### src/rtl/csr_ctrl_if.sv
// Bundles the EXU op handshake, the WBU result handshake and the CSR file port
// of the CSR/trap sequencer. The slave side is the sequencer, the master side its environment.
interface csr_ctrl_if #(
  parameter int CSR_DIG = 12
);
  logic               in_valid;
  logic               in_ready;
  logic [2:0]         op;
  logic [CSR_DIG-1:0] csr_addr;
  logic [31:0]        src;
  logic               src_zero;
  logic [31:0]        pc;

  logic               out_valid;
  logic               out_ready;
  logic [31:0]        rd_wdata;
  logic               rd_we;
  logic               redirect;
  logic [31:0]        redirect_pc;

  logic [CSR_DIG-1:0] csr_read_addr;
  logic [31:0]        csr_rdata;
  logic               csr_write;
  logic [CSR_DIG-1:0] csr_write_addr;
  logic [31:0]        csr_data;

  modport master (
    output in_valid, op, csr_addr, src, src_zero, pc, out_ready, csr_rdata,
    input  in_ready, out_valid, rd_wdata, rd_we, redirect, redirect_pc,
           csr_read_addr, csr_write, csr_write_addr, csr_data
  );

  modport slave (
    input  in_valid, op, csr_addr, src, src_zero, pc, out_ready, csr_rdata,
    output in_ready, out_valid, rd_wdata, rd_we, redirect, redirect_pc,
           csr_read_addr, csr_write, csr_write_addr, csr_data
  );
endinterface

### src/rtl/csr_ctrl.sv
// Multi-cycle CSR/trap sequencer: sole master of the CSR file read/write port,
// executing CSRRW/CSRRS/CSRRC, ECALL and MRET one op at a time.
module csr_ctrl #(
  parameter int                 CSR_DIG   = 12,
  parameter logic [CSR_DIG-1:0] MSTATUS_A = 12'h300,
  parameter logic [CSR_DIG-1:0] MTVEC_A   = 12'h305,
  parameter logic [CSR_DIG-1:0] MEPC_A    = 12'h341
) (
  input  logic    clk,
  input  logic    rst,
  csr_ctrl_if.slave bus
);

  localparam logic [2:0] OP_RW    = 3'd0;
  localparam logic [2:0] OP_RS    = 3'd1;
  localparam logic [2:0] OP_RC    = 3'd2;
  localparam logic [2:0] OP_ECALL = 3'd3;
  localparam logic [2:0] OP_MRET  = 3'd4;

  typedef enum logic [3:0] {
    IDLE, RD, WR, EC_EPC, EC_TVEC, MR_EPC, MR_ST_RD, MR_ST_WR, RESP
  } state_t;

  state_t state, state_nxt;

  logic [2:0]         op_r;
  logic [CSR_DIG-1:0] addr_r;
  logic [31:0]        src_r;
  logic               src_zero_r;
  logic [31:0]        pc_r;
  logic [31:0]        old_r;
  logic [31:0]        rpc_r;
  logic [31:0]        ms_r;
  logic               rd_we_r;
  logic               redirect_r;

  logic               in_ready_c;
  logic               accept;
  logic [CSR_DIG-1:0] rd_addr_c;
  logic               wr_c;
  logic [CSR_DIG-1:0] wr_addr_c;
  logic [31:0]        wr_data_c;

  function automatic logic [31:0] csr_update(input logic [2:0]  o,
                                             input logic [31:0] old,
                                             input logic [31:0] s);
    logic [31:0] r;
    case (o)
      OP_RW:   r = s;
      OP_RS:   r = old | s;
      default: r = old & ~s;
    endcase
    return r;
  endfunction

  // MIE <- MPIE, MPIE <- 1, MPP <- U
  function automatic logic [31:0] mret_status(input logic [31:0] ms);
    logic [31:0] r;
    r        = ms;
    r[3]     = ms[7];
    r[7]     = 1'b1;
    r[12:11] = 2'b00;
    return r;
  endfunction

  assign in_ready_c = (state == IDLE) && !rst;
  assign accept     = bus.in_valid && in_ready_c;

  always_ff @(posedge clk) begin
    if (rst) state <= IDLE;
    else     state <= state_nxt;
  end

  always_comb begin
    state_nxt = state;
    case (state)
      IDLE: begin
        if (accept) begin
          case (bus.op)
            OP_RW, OP_RS, OP_RC: state_nxt = RD;
            OP_ECALL:            state_nxt = EC_EPC;
            OP_MRET:             state_nxt = MR_EPC;
            default:             state_nxt = RESP;
          endcase
        end
      end
      RD:       state_nxt = (op_r != OP_RW && src_zero_r) ? RESP : WR;
      WR:       state_nxt = RESP;
      EC_EPC:   state_nxt = EC_TVEC;
      EC_TVEC:  state_nxt = RESP;
      MR_EPC:   state_nxt = MR_ST_RD;
      MR_ST_RD: state_nxt = MR_ST_WR;
      MR_ST_WR: state_nxt = RESP;
      RESP:     if (bus.out_ready) state_nxt = IDLE;
      default:  state_nxt = IDLE;
    endcase
  end

  // Operands are only meaningful after an accept, so they carry no reset.
  always_ff @(posedge clk) begin
    if (accept) begin
      op_r       <= bus.op;
      addr_r     <= bus.csr_addr;
      src_r      <= bus.src;
      src_zero_r <= bus.src_zero;
      pc_r       <= bus.pc;
    end
    if (state == MR_ST_RD) ms_r <= bus.csr_rdata;
  end

  always_ff @(posedge clk) begin
    if (rst) begin
      old_r      <= '0;
      rpc_r      <= '0;
      rd_we_r    <= 1'b0;
      redirect_r <= 1'b0;
    end else begin
      if (accept) begin
        rd_we_r    <= (bus.op == OP_RW) || (bus.op == OP_RS) || (bus.op == OP_RC);
        redirect_r <= (bus.op == OP_ECALL) || (bus.op == OP_MRET);
      end else if (state == RESP && bus.out_ready) begin
        rd_we_r    <= 1'b0;
        redirect_r <= 1'b0;
      end
      if (state == RD)      old_r <= bus.csr_rdata;
      if (state == EC_TVEC) rpc_r <= bus.csr_rdata & ~32'h3;
      if (state == MR_EPC)  rpc_r <= bus.csr_rdata;
    end
  end

  // CSR port is driven purely from state; rst silences it so an aborted op never writes.
  always_comb begin
    rd_addr_c = '0;
    wr_c      = 1'b0;
    wr_addr_c = '0;
    wr_data_c = '0;
    if (!rst) begin
      case (state)
        RD:       rd_addr_c = addr_r;
        WR: begin
          wr_c      = 1'b1;
          wr_addr_c = addr_r;
          wr_data_c = csr_update(op_r, old_r, src_r);
        end
        EC_EPC: begin
          wr_c      = 1'b1;
          wr_addr_c = MEPC_A;
          wr_data_c = pc_r;
        end
        EC_TVEC:  rd_addr_c = MTVEC_A;
        MR_EPC:   rd_addr_c = MEPC_A;
        MR_ST_RD: rd_addr_c = MSTATUS_A;
        MR_ST_WR: begin
          wr_c      = 1'b1;
          wr_addr_c = MSTATUS_A;
          wr_data_c = mret_status(ms_r);
        end
        default: ;
      endcase
    end
  end

  assign bus.in_ready       = in_ready_c;
  assign bus.out_valid      = (state == RESP) && !rst;
  assign bus.rd_we          = (state == RESP) && !rst && rd_we_r;
  assign bus.redirect       = (state == RESP) && !rst && redirect_r;
  assign bus.rd_wdata       = old_r;
  assign bus.redirect_pc    = rpc_r;
  assign bus.csr_read_addr  = rd_addr_c;
  assign bus.csr_write      = wr_c;
  assign bus.csr_write_addr = wr_addr_c;
  assign bus.csr_data       = wr_data_c;

endmodule
### src/flat_wrapper.sv
// flat-port wrapper written by rule: the top's interface ports become plain ports
module csr_ctrl_flat 
#(
  parameter int                 CSR_DIG   = 12,
  parameter logic [CSR_DIG-1:0] MSTATUS_A = 12'h300,
  parameter logic [CSR_DIG-1:0] MTVEC_A   = 12'h305,
  parameter logic [CSR_DIG-1:0] MEPC_A    = 12'h341
)
  (clk, rst, bus_in_valid, bus_op, bus_csr_addr, bus_src, bus_src_zero, bus_pc, bus_out_ready, bus_csr_rdata, bus_in_ready, bus_out_valid, bus_rd_wdata, bus_rd_we, bus_redirect, bus_redirect_pc, bus_csr_read_addr, bus_csr_write, bus_csr_write_addr, bus_csr_data);
  csr_ctrl_if #(.CSR_DIG(CSR_DIG)) bus_i ();
  input  logic clk;
  input  logic rst;
  input wire logic [$bits(bus_i.in_valid)-1:0] bus_in_valid;
  input wire logic [$bits(bus_i.op)-1:0] bus_op;
  input wire logic [$bits(bus_i.csr_addr)-1:0] bus_csr_addr;
  input wire logic [$bits(bus_i.src)-1:0] bus_src;
  input wire logic [$bits(bus_i.src_zero)-1:0] bus_src_zero;
  input wire logic [$bits(bus_i.pc)-1:0] bus_pc;
  input wire logic [$bits(bus_i.out_ready)-1:0] bus_out_ready;
  input wire logic [$bits(bus_i.csr_rdata)-1:0] bus_csr_rdata;
  output wire logic [$bits(bus_i.in_ready)-1:0] bus_in_ready;
  output wire logic [$bits(bus_i.out_valid)-1:0] bus_out_valid;
  output wire logic [$bits(bus_i.rd_wdata)-1:0] bus_rd_wdata;
  output wire logic [$bits(bus_i.rd_we)-1:0] bus_rd_we;
  output wire logic [$bits(bus_i.redirect)-1:0] bus_redirect;
  output wire logic [$bits(bus_i.redirect_pc)-1:0] bus_redirect_pc;
  output wire logic [$bits(bus_i.csr_read_addr)-1:0] bus_csr_read_addr;
  output wire logic [$bits(bus_i.csr_write)-1:0] bus_csr_write;
  output wire logic [$bits(bus_i.csr_write_addr)-1:0] bus_csr_write_addr;
  output wire logic [$bits(bus_i.csr_data)-1:0] bus_csr_data;
  assign bus_i.in_valid = bus_in_valid;
  assign bus_i.op = bus_op;
  assign bus_i.csr_addr = bus_csr_addr;
  assign bus_i.src = bus_src;
  assign bus_i.src_zero = bus_src_zero;
  assign bus_i.pc = bus_pc;
  assign bus_i.out_ready = bus_out_ready;
  assign bus_i.csr_rdata = bus_csr_rdata;
  assign bus_in_ready = bus_i.in_ready;
  assign bus_out_valid = bus_i.out_valid;
  assign bus_rd_wdata = bus_i.rd_wdata;
  assign bus_rd_we = bus_i.rd_we;
  assign bus_redirect = bus_i.redirect;
  assign bus_redirect_pc = bus_i.redirect_pc;
  assign bus_csr_read_addr = bus_i.csr_read_addr;
  assign bus_csr_write = bus_i.csr_write;
  assign bus_csr_write_addr = bus_i.csr_write_addr;
  assign bus_csr_data = bus_i.csr_data;
  csr_ctrl #(.CSR_DIG(CSR_DIG), .MSTATUS_A(MSTATUS_A), .MTVEC_A(MTVEC_A), .MEPC_A(MEPC_A)) u_core (.clk(clk), .rst(rst), .bus(bus_i));
endmodule
### config.mk
export PLATFORM = sky130hd
export DESIGN_NAME = csr_ctrl_flat
export DESIGN_NICKNAME = d
export VERILOG_FILES = /design/src/rtl/csr_ctrl_if.sv /design/src/rtl/csr_ctrl.sv /design/src/flat_wrapper.sv
export SDC_FILE = /design/constraint.sdc
export NUM_CORES = 1
export LEC_CHECK = 0
export ABC_AREA = 1
export CORE_ASPECT_RATIO = 0.7
export CORE_MARGIN = 10
export CORE_UTILIZATION = 50
export DETAILED_ROUTE_END_ITERATION = 16
export GPL_ROUTABILITY_DRIVEN = 0
export PLACE_DENSITY = 0.83
export SYNTH_ARGS = -nofsm -noshare
export SYNTH_HDL_FRONTEND = slang
export SYNTH_SLANG_ARGS = --single-unit
### constraint.sdc
create_clock -name clk -period 4.4 [get_ports clk]
set_input_delay 0.66 -clock clk [delete_from_list [all_inputs] [get_ports clk]]
set_output_delay 0.66 -clock clk [all_outputs]
set_load 0.02 [all_outputs]
== Word-level counts from Yosys, hierarchy flattened ==
Index checks and enable logic that the tools add are counted.

* Output and inout port bits: 125
* Input bits: 116
* Bits in registers: 182

* Bitwise operators: 3
* Eq/ne operators: 15
* Muxes and demuxes: 19
* Reductions and logical operators: 21

{| class="wikitable"
|+ Operators with widths
! kind !! number
|-
| 32-bit 2-to-1 mux || 3
|-
| 32-bit one-hot mux with 3 select lines || 1
|-
| 32-bit one-hot mux with 2 select lines || 1
|-
| 12-bit one-hot mux with 4 select lines || 1
|-
| 12-bit one-hot mux with 3 select lines || 1
|-
| 32-bit AND || 1
|-
| 32-bit inverter || 1
|-
| 32-bit bitwise OR || 1
|-
| 4-bit one-hot mux with 7 select lines || 1
|-
| 12-bit 2-to-1 mux || 2
|-
| 4-bit by 3-bit equality test with 1-bit output, second input constant || 4
|-
| 4-bit 2-to-1 mux || 3
|-
| 4-bit one-hot mux with 3 select lines || 1
|-
| 3-bit OR reduction || 3
|-
| 4-bit by 2-bit equality test with 1-bit output, second input constant || 2
|-
| 1-bit logical AND || 7
|-
| 3-bit by 1-bit equality test with 1-bit output, second input constant || 2
|-
| 3-bit by 2-bit equality test with 1-bit output, second input constant || 2
|-
| 3-bit logical NOT || 2
|-
| 1-bit 2-to-1 mux || 5
|-
| 4-bit by 1-bit equality test with 1-bit output, second input constant || 1
|-
| 4-bit equality test, second input constant || 1
|-
| 4-bit logical NOT || 1
|-
| 2-bit nonzero test || 2
|-
| other kinds (7) || 9
|}

== Logic depth before layout (Yosys ltp) ==
Gate-level depths: netlist of the first run.

* Depth after elaboration: 5
* Depth in mapped cells: 9
* Gate-level depth less buffers: 8

== Least setup slack after synthesis of the first run ==
OpenSTA, ideal clock, no wires.

* Path kind: input to register
* From: in rst
* To: reg u_core.addr_r[0], enable pin
* Arrival time: 2.774 ns
* Path slack: 1.191 ns
* Data required time: 3.965 ns
* Stages: 4
* Path through: buf_2 > nor2_2 > nand2_1 > inv_1

* Longest elaborated chain between the ends: 3

{| class="wikitable"
|+ RTL lines
! item !! line !! text
|-
| start, declared || flat_wrapper.sv:12 || <nowiki>input logic rst;</nowiki>
|-
| 1-bit logical NOT || csr_ctrl.sv:66 || <nowiki>assign in_ready_c = (state == IDLE) && !rst;</nowiki>
|-
| 1-bit logical AND || csr_ctrl.sv:66 ||
|-
| via bus_in_ready || flat_wrapper.sv:21 || <nowiki>output wire logic [$bits(bus_i.in_ready)-1:0] bus_in_ready;</nowiki>
|-
| 1-bit logical AND || csr_ctrl.sv:67 || <nowiki>assign accept = bus.in_valid && in_ready_c;</nowiki>
|-
| via u_core.accept || csr_ctrl.sv:38 || <nowiki>logic accept;</nowiki>
|-
| end signal, assigned || csr_ctrl.sv:103 || <nowiki>addr_r <= bus.csr_addr;</nowiki>
|-
| end, declared || csr_ctrl.sv:27 || <nowiki>logic [CSR_DIG-1:0] addr_r;</nowiki>
|}

The timed path passes the listed nets, and every way through them passes these cells.
A chain may end at the register's enable or synchronous reset.

== Worst setup path after layout of the first run ==
* From: reg u_core.op_r[1]
* To: out bus_csr_data[9]

* Longest elaborated chain between the ends: 4

{| class="wikitable"
|+ RTL lines
! item !! line !! text
|-
| start, declared || csr_ctrl.sv:26 || <nowiki>logic [2:0] op_r;</nowiki>
|-
| start signal, assigned || csr_ctrl.sv:102 || <nowiki>op_r <= bus.op;</nowiki>
|-
| 3-bit by 1-bit equality test with 1-bit output or 3-bit logical NOT (tied branches) || csr_ctrl.sv:48 || <nowiki>case (o)</nowiki>
|-
| 32-bit one-hot mux with 2 select lines (*) || csr_ctrl.sv:48 ||
|-
| 32-bit one-hot mux with 3 select lines (*) || csr_ctrl.sv:138 || <nowiki>case (state)</nowiki>
|-
| 32-bit 2-to-1 mux (*) || csr_ctrl.sv:137 || <nowiki>if (!rst) begin</nowiki>
|-
| end, declared || flat_wrapper.sv:30 || <nowiki>output wire logic [$bits(bus_i.csr_data)-1:0] bus_csr_data;</nowiki>
|}

Every way passes the cells marked *; elsewhere a longest branch is shown, timed or not.

==> flow_summary_export.csv, run 1 <==
group,metric,value,unit
finish,layout_common_cells,"240 x clkdlybuf4s50_1, 178 x nor2_1, 174 x nand2_1, 109 x edfxtp_1, 70 x dfxtp_1",
yosys,synthMuxAreaShare,0,%
outcome,status,"finished, final reports clean",
global_route,grt_pass1_wl,36300,um
global_route,antenna_found_initial,0,
finish,final_common_cell,"clkdlybuf4s50_1",
timing,setup_viol_count_final,0,
power_and_ir_drop,p_int,3.06,mW
yosys,yosys.area_share.simple,20.5,%
die,core-area,0.0146,mm^2
power_and_ir_drop,switching_power,1.03,mW
yosys,synth_warnings,0,
die,dieArea,0.0201,mm^2
yosys,synth_xor_area_share,0,%
cts,postCtsSetupBuffers,0,
worst_setup_path,required,3.74,ns
global_route,overflow,0,
global_route,grt_max_degree,66,
timing,max_freq,276,MHz
min_path,hp-class,"reg -> reg",
worst_setup_path,cp_max_fo,23,
cts,numCtsBuffers,17,
yosys,synth_area,0.00738,mm^2
placed_design,dp_hpwl,16800,um
worst_setup_path,crit_path_start_kind,"register",
global_route,grt_pass1_vias,6388,
yosys,synthAdderAreaFrac,0,%
die,ios,241,
yosys,syn_nets,904,
yosys,synthCells,788,
power_and_ir_drop,power.density,390,mW/mm^2
die,die_h,122,um
cts,cts_resized,0,
power_and_ir_drop,leakage,4.07,nW
power_and_ir_drop,p_seq_share,47.9,%
power_and_ir_drop,sw_frac_of_total,25.3,%
worst_setup_path,arrival,2.96,ns
worst_setup_path,critPathSlowestCell,"nand2_1",
detailed_routing,drtIter0Drc,715,
timing,period_needed,3.62,ns
detailed_routing,vias,6534,
detailed_routing,routed_wl,24200,um
finish,syn_to_final_growth,42.3,%
global_route,grt_usage,23.5,%
power_and_ir_drop,ir_drop,277,uV
cts,path_clk_slew,0.06,ns
yosys,synth_top_family_by_area,"simple AND/OR/NAND/NOR gates",
detailed_routing,drc_errors,0,
worst_setup_path,crit_top_cell,"nor2_1",
worst_setup_path,path_cells,"nor2_1 > nand2_1 > buf_4 > a21oi_1 > nor2_1 > o21a_1 > clkdlybuf4s50_1",
detailed_routing,ant_nets,0,
yosys,synth_cell_types,25,
detailed_routing,dr.pass1.iters,5,
die,rows,37,
timing,slew_violations,0,
detailed_routing,wl_per_cell,19.8,um
cts,clock_path_buffers,2,
timing,rsz0062_at_grt,"no",
cts,ctsHoldBuffers,0,
worst_setup_path,crit_path_end_kind,"output port",
die,initial_utilization,50.6,%
cts,cts_tree,"built",
yosys,ys.flop_type,"edfxtp_1",
power_and_ir_drop,p_comb_share,13.6,%
yosys,synth-async-reset-ratio,0,%
placed_design,port_buffers,240,
yosys,synth_edf_count,109,
cts,cts_root_buf,"clkbuf_16",
finish,final_cells,1224,
timing,relSlewSlack,26.9,%
timing,tightest_slew,1.09,ns
finish,antenna_cells,0,
worst_setup_path,slowest_delay,0.65,ns
cts,clock_sinks,179,
finish,final_layout_size_suffix_gt1_share,6.03,%
power_and_ir_drop,clock_power_share,38.5,%
worst_setup_path,critical_path_class,"reg -> out",
die,dieWidth,165,um
yosys,synth_compound_area_share,11.3,%
cts,clk_latency,0.42,ns
yosys,syn_avg_cell_area,9.36,um^2
placed_design,placed_cells,1192,
timing,final-hold-violation-count,0,
timing,period_share,82.3,%
run,maxCapViolCount,0,
finish,fin_nets,1132,
timing,fin_tns_setup,0,ns
yosys,ys_ff_latch,179,
yosys,ys_seq_area_share,63.4,%
timing,final.setup_skew,0.0136,ns
cts,htreeDepth,4,
detailed_routing,routed_via_density,5.34,
-- registers in the layout, summed over array words and instances (netlist names) --
| name | flops |
|---|---|
| u_core.bus.rd_wdata | 32 |
| u_core.rd_we_r | 1 |
| u_core.pc_r | 32 |
| u_core.src_r | 32 |
| u_core.ms_r | 29 |
| u_core.bus.redirect_pc | 32 |
| u_core.src_zero_r | 1 |
| u_core.redirect_r | 1 |
| u_core.state | 4 |
| u_core.addr_r | 12 |
| u_core.op_r | 3 |
-- per-stage QoR --
step	hold WS [ns]	instance area, um^2	power, mW	utilization, %	setup slack [ns]
floorplan	0.475	7380	2.24	-	1.19
global placement	0.451	9890	2.53	67.8	1.08
detailed placement	0.455	9890	2.54	67.8	1.09
CTS	0.466	10500	4.11	72.0	0.767
global route	0.487	10500	4.24	72.0	0.617
finish	0.461	10500	4.09	72.0	0.778
-- power by group through the flow --
stage          sequential [mW]  clock (mW)  combinational (mW)
5_1_grt                   1.97        1.67               0.601
6_report                  1.96        1.58               0.555
2_1_floorplan             2.03           0               0.210
3_5_place_dp              1.99           0               0.551
4_1_cts                   1.96        1.60               0.554
3_3_place_gp              1.99           0               0.540
-- synth_stat cells, types with 5 or more instances --
| cell type | count | area [um^2] |
|---|---|---|
| nor2_1 | 179 | 672 |
| edfxtp_1 | 109 | 3270 |
| o21ai_0 | 64 | 320 |
| buf_2 | 13 | 65.1 |
| buf_4 | 5 | 37.5 |
| dfxtp_1 | 70 | 1400 |
| nor3_1 | 10 | 50.1 |
| o21a_1 | 30 | 225 |
| a21oi_1 | 48 | 240 |
| clkbuf_1 | 19 | 71.3 |
| inv_1 | 29 | 109 |
| nand2_1 | 174 | 653 |
| inv_2 | 7 | 26.3 |
| nand3_1 | 5 | 25.0 |
-- per-layer routing --
metal	global-route usage (%)	up-vias	wire length, um
met5	0	-	0
met4	7.17	0	436
met3	9.20	41	2940
met2	36.3	382	10700
met1	29.9	3052	10100
li1	-	3059	-
-- path summary, 6_finish.rpt --
check	slack (ns)	to	start	depth (start not counted)
max	0.78	bus_csr_data[9]	u_core.op_r[1]	7
max reg2reg	2.23	u_core.rd_we_r	u_core.state[0]	8
min reg2reg	0.46	u_core.bus.redirect_pc[0]	u_core.bus.redirect_pc[0]	2
min	0.46	u_core.bus.redirect_pc[0]	u_core.bus.redirect_pc[0]	2
-- cell type report --
type / instances / area [um^2]
Multi-Input combinational cell: 531 / 2350
Clock inverter: 13 / 169
Clock buffer: 19 / 443
Tap cell: 195 / 244
Sequential cell: 179 / 4670
Inverter: 36 / 136
Fill cell: 1039 / 4090
Timing Repair Buffer: 251 / 2480
-- kinds of logic (layout without fill, tap and decap cells) --
logic type	after synthesis	in the layout
flip-flops	179	179
AND/OR/NAND/NOR	383	383
buffers and inverters	78	319
AO/OA/AOI/OAI	148	148
-- critical path, delay by kind of cell (launching register included) --
kind	cells	cell delay [ns]
simple gates	3	0.84
buf+inv	2	1.01
compound gates	2	0.33
flops	1	0.35
(Power assumes the default switching activity.)
==> run 2, diff against run 1 <==
--- a/config.mk
+++ b/config.mk
@@ -8,10 +8,10 @@
 export ABC_AREA = 1
 export CORE_ASPECT_RATIO = 0.7
 export CORE_MARGIN = 10
-export CORE_UTILIZATION = 50
+export CORE_UTILIZATION = 42
 export DETAILED_ROUTE_END_ITERATION = 16
 export GPL_ROUTABILITY_DRIVEN = 0
-export PLACE_DENSITY = 0.83
+export PLACE_DENSITY = 0.74
 export SYNTH_ARGS = -nofsm -noshare
 export SYNTH_HDL_FRONTEND = slang
 export SYNTH_SLANG_ARGS = --single-unit
==> constraint.sdc (replaced) <==
create_clock -name clk -period 3.3 [get_ports clk]
set_input_delay 0.495 -clock clk [delete_from_list [all_inputs] [get_ports clk]]
set_output_delay 0.495 -clock clk [all_outputs]
set_load 0.02 [all_outputs]
==> run 2 against run 1 <==
Effect of this change: register-to-register slack got worse by 0.83 ns; routed wire length rose by 3.9%; utilization fell by 10 points.
==> flow_summary_export.csv, run 2 (synthesized netlist as in run 1, its figures left out) <==
group,metric,value,unit
outcome,status,"finished, final reports clean",
power_and_ir_drop,leakage,4.11,nW
timing,max_freq,318,MHz
worst_setup_path,critical_path_class,"reg -> out",
finish,final_layout_size_suffix_gt1_share,6.92,%
finish,antenna_cells,0,
finish,syn_to_final_growth,44.1,%
finish,fin_area,0.0106,mm^2
timing,period_needed,3.14,ns
timing,final.setup_skew,0.00828,ns
timing,setup_viol_count_final,0,
die,dieWidth,178,um
power_and_ir_drop,finalPower,5.26,mW
cts,path_clk_slew,0.06,ns
worst_setup_path,arrival,2.65,ns
finish,fin_nets,1144,
min_path,hp-class,"reg -> reg",
power_and_ir_drop,power.density,495,mW/mm^2
worst_setup_path,slowest_delay,0.61,ns
power_and_ir_drop,clock_power_share,35.8,%
die,dieArea,0.0234,mm^2
worst_setup_path,path_cells,"nor2_1 > inv_1 > buf_4 > nand2_1 > nand2_1 > nor2_1 > o21a_1 > clkdlybuf4s50_1",
timing,finalWorstSetupSlack,0.159,ns
cts,cts_tree,"built",
worst_setup_path,required,2.80,ns
timing,fin_tns_setup,0,ns
detailed_routing,dr.pass1.iters,5,
detailed_routing,routed_wl,25100,um
power_and_ir_drop,p_int,3.90,mW
power_and_ir_drop,ir_drop,297,uV
global_route,overflow,0,
cts,htreeDepth,4,
cts,clk_latency,0.43,ns
placed_design,dp_slack,0.411,ns
run,maxCapViolCount,0,
timing,tightest_slew,0.736,ns
worst_setup_path,cp_top_family,"buffers and inverters",
finish,final_common_cell,"clkdlybuf4s50_1",
placed_design,dp_hpwl,17500,um
worst_setup_path,critPathBufInv,3,
placed_design,port_buffers,240,
power_and_ir_drop,p_seq_share,49.6,%
cts,cts_root_buf,"clkbuf_16",
die,rows,40,
die,die_h,131,um
worst_setup_path,crit_path_end_kind,"output port",
timing,period_share,95.2,%
detailed_routing,vias,6557,
cts,clock_path_buffers,2,
cts,cts_resized,0,
detailed_routing,wl_per_cell,19.8,um
timing,final-hold-violation-count,0,
global_route,grt_pass1_vias,6356,
cts,numCtsBuffers,17,
worst_setup_path,crit_path_start_kind,"register",
power_and_ir_drop,switching_power,1.36,mW
placed_design,placed_cell_area,0.0101,mm^2
power_and_ir_drop,sw_frac_of_total,25.9,%
global_route,grt_max_degree,63,
timing,rsz0062_at_grt,"no",
global_route,antenna_found_initial,0,
die,ios,241,
global_route,grt_usage,20.6,%
cts,clock_sinks,179,
timing,slew_violations,0,
die,initial_utilization,42.8,%
cts,postCtsSetupBuffers,0,
finish,layout_common_cells,"240 x clkdlybuf4s50_1, 178 x nor2_1, 174 x nand2_1, 109 x edfxtp_1, 69 x dfxtp_1",
detailed_routing,routed_via_density,5.16,
timing,relSlewSlack,49.7,%
worst_setup_path,critPathSlowestCell,"clkdlybuf4s50_1",
detailed_routing,drtIter0Drc,603,
power_and_ir_drop,p_comb_share,14.6,%
global_route,grt_pass1_wl,36600,um
detailed_routing,drc_errors,0,
cts,ctsHoldBuffers,0,
die,core-area,0.0172,mm^2
worst_setup_path,cp_max_fo,21,
detailed_routing,ant_nets,0,
==> run 2: cell types whose count changed in the layout (fill, tap and decap cells not counted), moves of 2 or more <==
cell and change:
buf_4 +7, clkinv_2 +2, clkinv_1 +2, inv_6 -3, bufinv_16 -2, buf_12 +5, inv_2 -2
==> run 2: tightest hold or removal path: stages (launching register included) <==
cell     delay, ns
dfxtp_1       0.31
nand2_1       0.06
a21oi_1       0.05
==> run 2: final cells by class <==
type                    count  area [um^2]
clock inverters            13          111
fillers                  1421         6590
well taps                 231          289
inverters                  36          140
repair buffers            263         2640
multi-input cells         531         2350
flip-flops and latches    179         4680
clock buffers              18          429
==> run 2: path summary, 6_finish.rpt <==
| kind | from | to | cells past startpoint | slack [ns] |
|---|---|---|---|---|
| max | u_core.op_r[1] | bus_csr_data[26] | 8 | 0.16 |
| min | u_core.bus.redirect_pc[0] | u_core.bus.redirect_pc[0] | 2 | 0.46 |
| max reg2reg | u_core.state[2] | u_core.state[1] | 9 | 1.40 |
| min reg2reg | u_core.bus.redirect_pc[0] | u_core.bus.redirect_pc[0] | 2 | 0.46 |
==> run 2: through the flow <==
step	cells	hold WS [ns]	utilization [%]
2_1_floorplan	788	0.475	-
6_report	1271	0.458	61.7
3_3_place_gp	1240	0.450	58.6
5_1_grt	1271	0.498	61.7
3_5_place_dp	1240	0.451	58.6
4_1_cts	1271	0.461	61.7
==> run 2: power by group through the flow <==
stage,logic (mW),clock network (mW),registers [mW]
after CTS,0.770,1.91,2.61
after global placement,0.757,0,2.65
final,0.767,1.89,2.61
after floorplan,0.280,0,2.71
after detailed placement,0.766,0,2.65
after global routing,0.830,2.00,2.62
==> run 2: per-layer routing <==
| layer | GRT usage (%) | share of wire (%) | up-vias |
|---|---|---|---|
| met2 | 31.6 | 43 | 359 |
| met3 | 8.66 | 13 | 31 |
| met1 | 26.2 | 42 | 3073 |
| met5 | 0 | 0 | - |
| met4 | 5.72 | 1.3 | 0 |
| li1 | - | - | 3094 |
==> run 3, diff against run 2 <==
==> constraint.sdc (replaced) <==
create_clock -name clk -period 3.3 [get_ports clk]
set_input_delay 0.495 -clock clk [delete_from_list [all_inputs] [get_ports clk]]
set_output_delay 0.495 -clock clk [all_outputs]
set_load 0.1 [all_outputs]
==> run 3 against run 2 <==
Effect of this change: critical path depth rose by 1; utilization increased by 3.5 points; global-route usage rose by 0.44 points; hold slack improved by 0.016 ns; worst setup slack gained 0.073 ns; critical endpoint is now bus_csr_data[16]; cell count down 0.39%; cell area rose by 5.7%.
==> flow_summary_export.csv, run 3 (synthesized netlist as in run 1, its figures left out) <==
group,metric,value,unit
global_route,grt_pass1_vias,6577,
power_and_ir_drop,power.density,536,mW/mm^2
timing,period_share,93.0,%
die,dieArea,0.0234,mm^2
global_route,grt_usage,21.1,%
worst_setup_path,crit_path_start_kind,"register",
detailed_routing,drtIter0Drc,487,
detailed_routing,ant_nets,0,
worst_setup_path,required,2.80,ns
detailed_routing,routed_wl,25100,um
power_and_ir_drop,clock_power_share,36.4,%
power_and_ir_drop,sw_frac_of_total,30.6,%
cts,path_clk_slew,0.06,ns
worst_setup_path,critPathSlowestCell,"dfxtp_1",
worst_setup_path,r2r_start,"u_core.state[3]",
die,ios,241,
outcome,status,"finished, final reports clean",
cts,cts_tree,"built",
placed_design,dp_slack,0.544,ns
timing,rsz0062_at_grt,"no",
power_and_ir_drop,ir_drop,316,uV
timing,setup_viol_count_final,0,
global_route,antenna_found_initial,2,
finish,syn_to_final_growth,52.3,%
finish,fillers,1322,
global_route,grt_pass1_wl,37400,um
timing,final.setup_skew,0.0117,ns
detailed_routing,routed_via_density,5.09,
run,maxCapViolCount,0,
detailed_routing,vias,6439,
worst_setup_path,slowest_delay,0.39,ns
finish,fin_nets,1137,
cts,cts_root_buf,"clkbuf_16",
worst_setup_path,path_cells,"inv_1 > nor2_2 > nand2_1 > inv_2 > o21ai_2 > inv_2 > buf_12 > o21a_1 > buf_12",
cts,ctsHoldBuffers,0,
cts,postCtsSetupBuffers,0,
cts,clock_path_buffers,2,
timing,period_needed,3.07,ns
worst_setup_path,critPathLaunch,"u_core.state[1]",
global_route,met2_usage,33.5,%
cts,htreeDepth,4,
timing,final-hold-violation-count,0,
finish,utilization,65.3,%
min_path,hp-class,"reg -> reg",
die,core-area,0.0172,mm^2
placed_design,placed_cells,1233,
detailed_routing,wl_per_cell,19.8,um
cts,clock_sinks,179,
timing,finalWorstSetupSlack,0.232,ns
timing,max_freq,326,MHz
global_route,grt_max_degree,66,
min_path,worstHoldStart,"u_core.bus.redirect_pc[0]",
die,dieWidth,178,um
power_and_ir_drop,switching_power,1.84,mW
timing,slew_violations,0,
cts,numCtsBuffers,17,
die,die_h,131,um
power_and_ir_drop,p_int,4.18,mW
finish,final_cells,1266,
power_and_ir_drop,p_comb_share,20.3,%
finish,final_layout_size_suffix_gt1_share,14.2,%
die,rows,40,
detailed_routing,dr.pass1.iters,5,
die,initial_utilization,42.8,%
placed_design,dp_hpwl,17600,um
cts,clk_latency,0.43,ns
timing,relSlewSlack,31.4,%
power_and_ir_drop,p_seq_share,43.4,%
worst_setup_path,cp_max_fo,18,
cts,cts_resized,0,
worst_setup_path,reg2reg_slack,1.16,ns
worst_setup_path,arrival,2.57,ns
finish,final_common_cell,"nor2_1",
detailed_routing,drc_errors,0,
global_route,grt.busiest_layer,"met2",
finish,layout_common_cells,"175 x nor2_1, 174 x nand2_1, 164 x clkdlybuf4s50_1, 109 x edfxtp_1, 70 x dfxtp_1",
global_route,grtUsageMet1,25.3,%
timing,tightest_slew,1.03,ns
placed_design,port_buffers,240,
global_route,met3_usage,10.3,%
power_and_ir_drop,leakage,4.42,nW
global_route,overflow,0,
worst_setup_path,critical_path_class,"reg -> out",
timing,hold_slack,0.474,ns
worst_setup_path,crit_path_end_kind,"output port",
## run 3: changes by cell type in the layout (fill, tap and decap cells not counted), moves of 3 or more
| cell | previous run | this run |
|---|---|---|
| nor2_2 | 4 | 7 |
| buf_12 | 5 | 64 |
| clkinv_4 | 3 | 0 |
| buf_4 | 18 | 28 |
| bufinv_16 | 1 | 4 |
| clkdlybuf4s50_1 | 240 | 164 |
| nor2_1 | 178 | 175 |
| clkinv_2 | 5 | 0 |
## run 3: metal layers
metal	up-vias	share of wire, %
li1	3078	-
met1	3033	40
met2	312	46
met3	14	13
met4	2	0.52
met5	-	0.052
## run 3: cell type report
| class | count | area (um^2) | share of cell area (%) |
|---|---|---|---|
| flip-flops and latches | 179 | 4670 | 41.6 |
| clock buffers | 19 | 443 | 3.94 |
| well taps | 231 | 289 | 2.57 |
| diodes | 1 | 2.50 | 0.0223 |
| inverters | 36 | 139 | 1.24 |
| multi-input cells | 531 | 2360 | 21.0 |
| repair buffers | 256 | 3130 | 27.9 |
| clock inverters | 13 | 195 | 1.74 |
## run 3: path summary, 6_finish.rpt
check | end | cells after the start
min reg2reg | u_core.bus.redirect_pc[0] | 2
max reg2reg | u_core.redirect_r | 8
max | bus_csr_data[16] | 9
min | u_core.bus.redirect_pc[0] | 2
## run 3: stage by stage
| step | cell area, um^2 | TNS (ns) | total power [mW] |
|---|---|---|---|
| finish | 11200 | 0 | 6.03 |
| global route | 11200 | 0 | 6.22 |
| CTS | 11200 | 0 | 6.06 |
| detailed placement | 10600 | 0 | 3.88 |
| global placement | 10600 | 0 | 3.86 |
| floorplan | 7390 | -1.26 | 3.43 |
## run 3: power groups by stage
stage          registers, mW  logic, mW  clock network [mW]
5_1_grt                 2.63       1.28                2.31
3_5_place_dp            2.66       1.22                   0
4_1_cts                 2.61       1.22                2.22
3_3_place_gp            2.65       1.21                   0
6_report                2.61       1.22                2.19
2_1_floorplan           3.07      0.358                   0
## run 3: critical path, delay by kind of cell, from the launching register on
| kind | cells | cell delay [ns] |
|---|---|---|
| AOI/OAI and AO/OA | 2 | 0.34 |
| buffers and inverters | 5 | 1.19 |
| DFF | 1 | 0.39 |
| and+or+nand+nor | 2 | 0.22 |
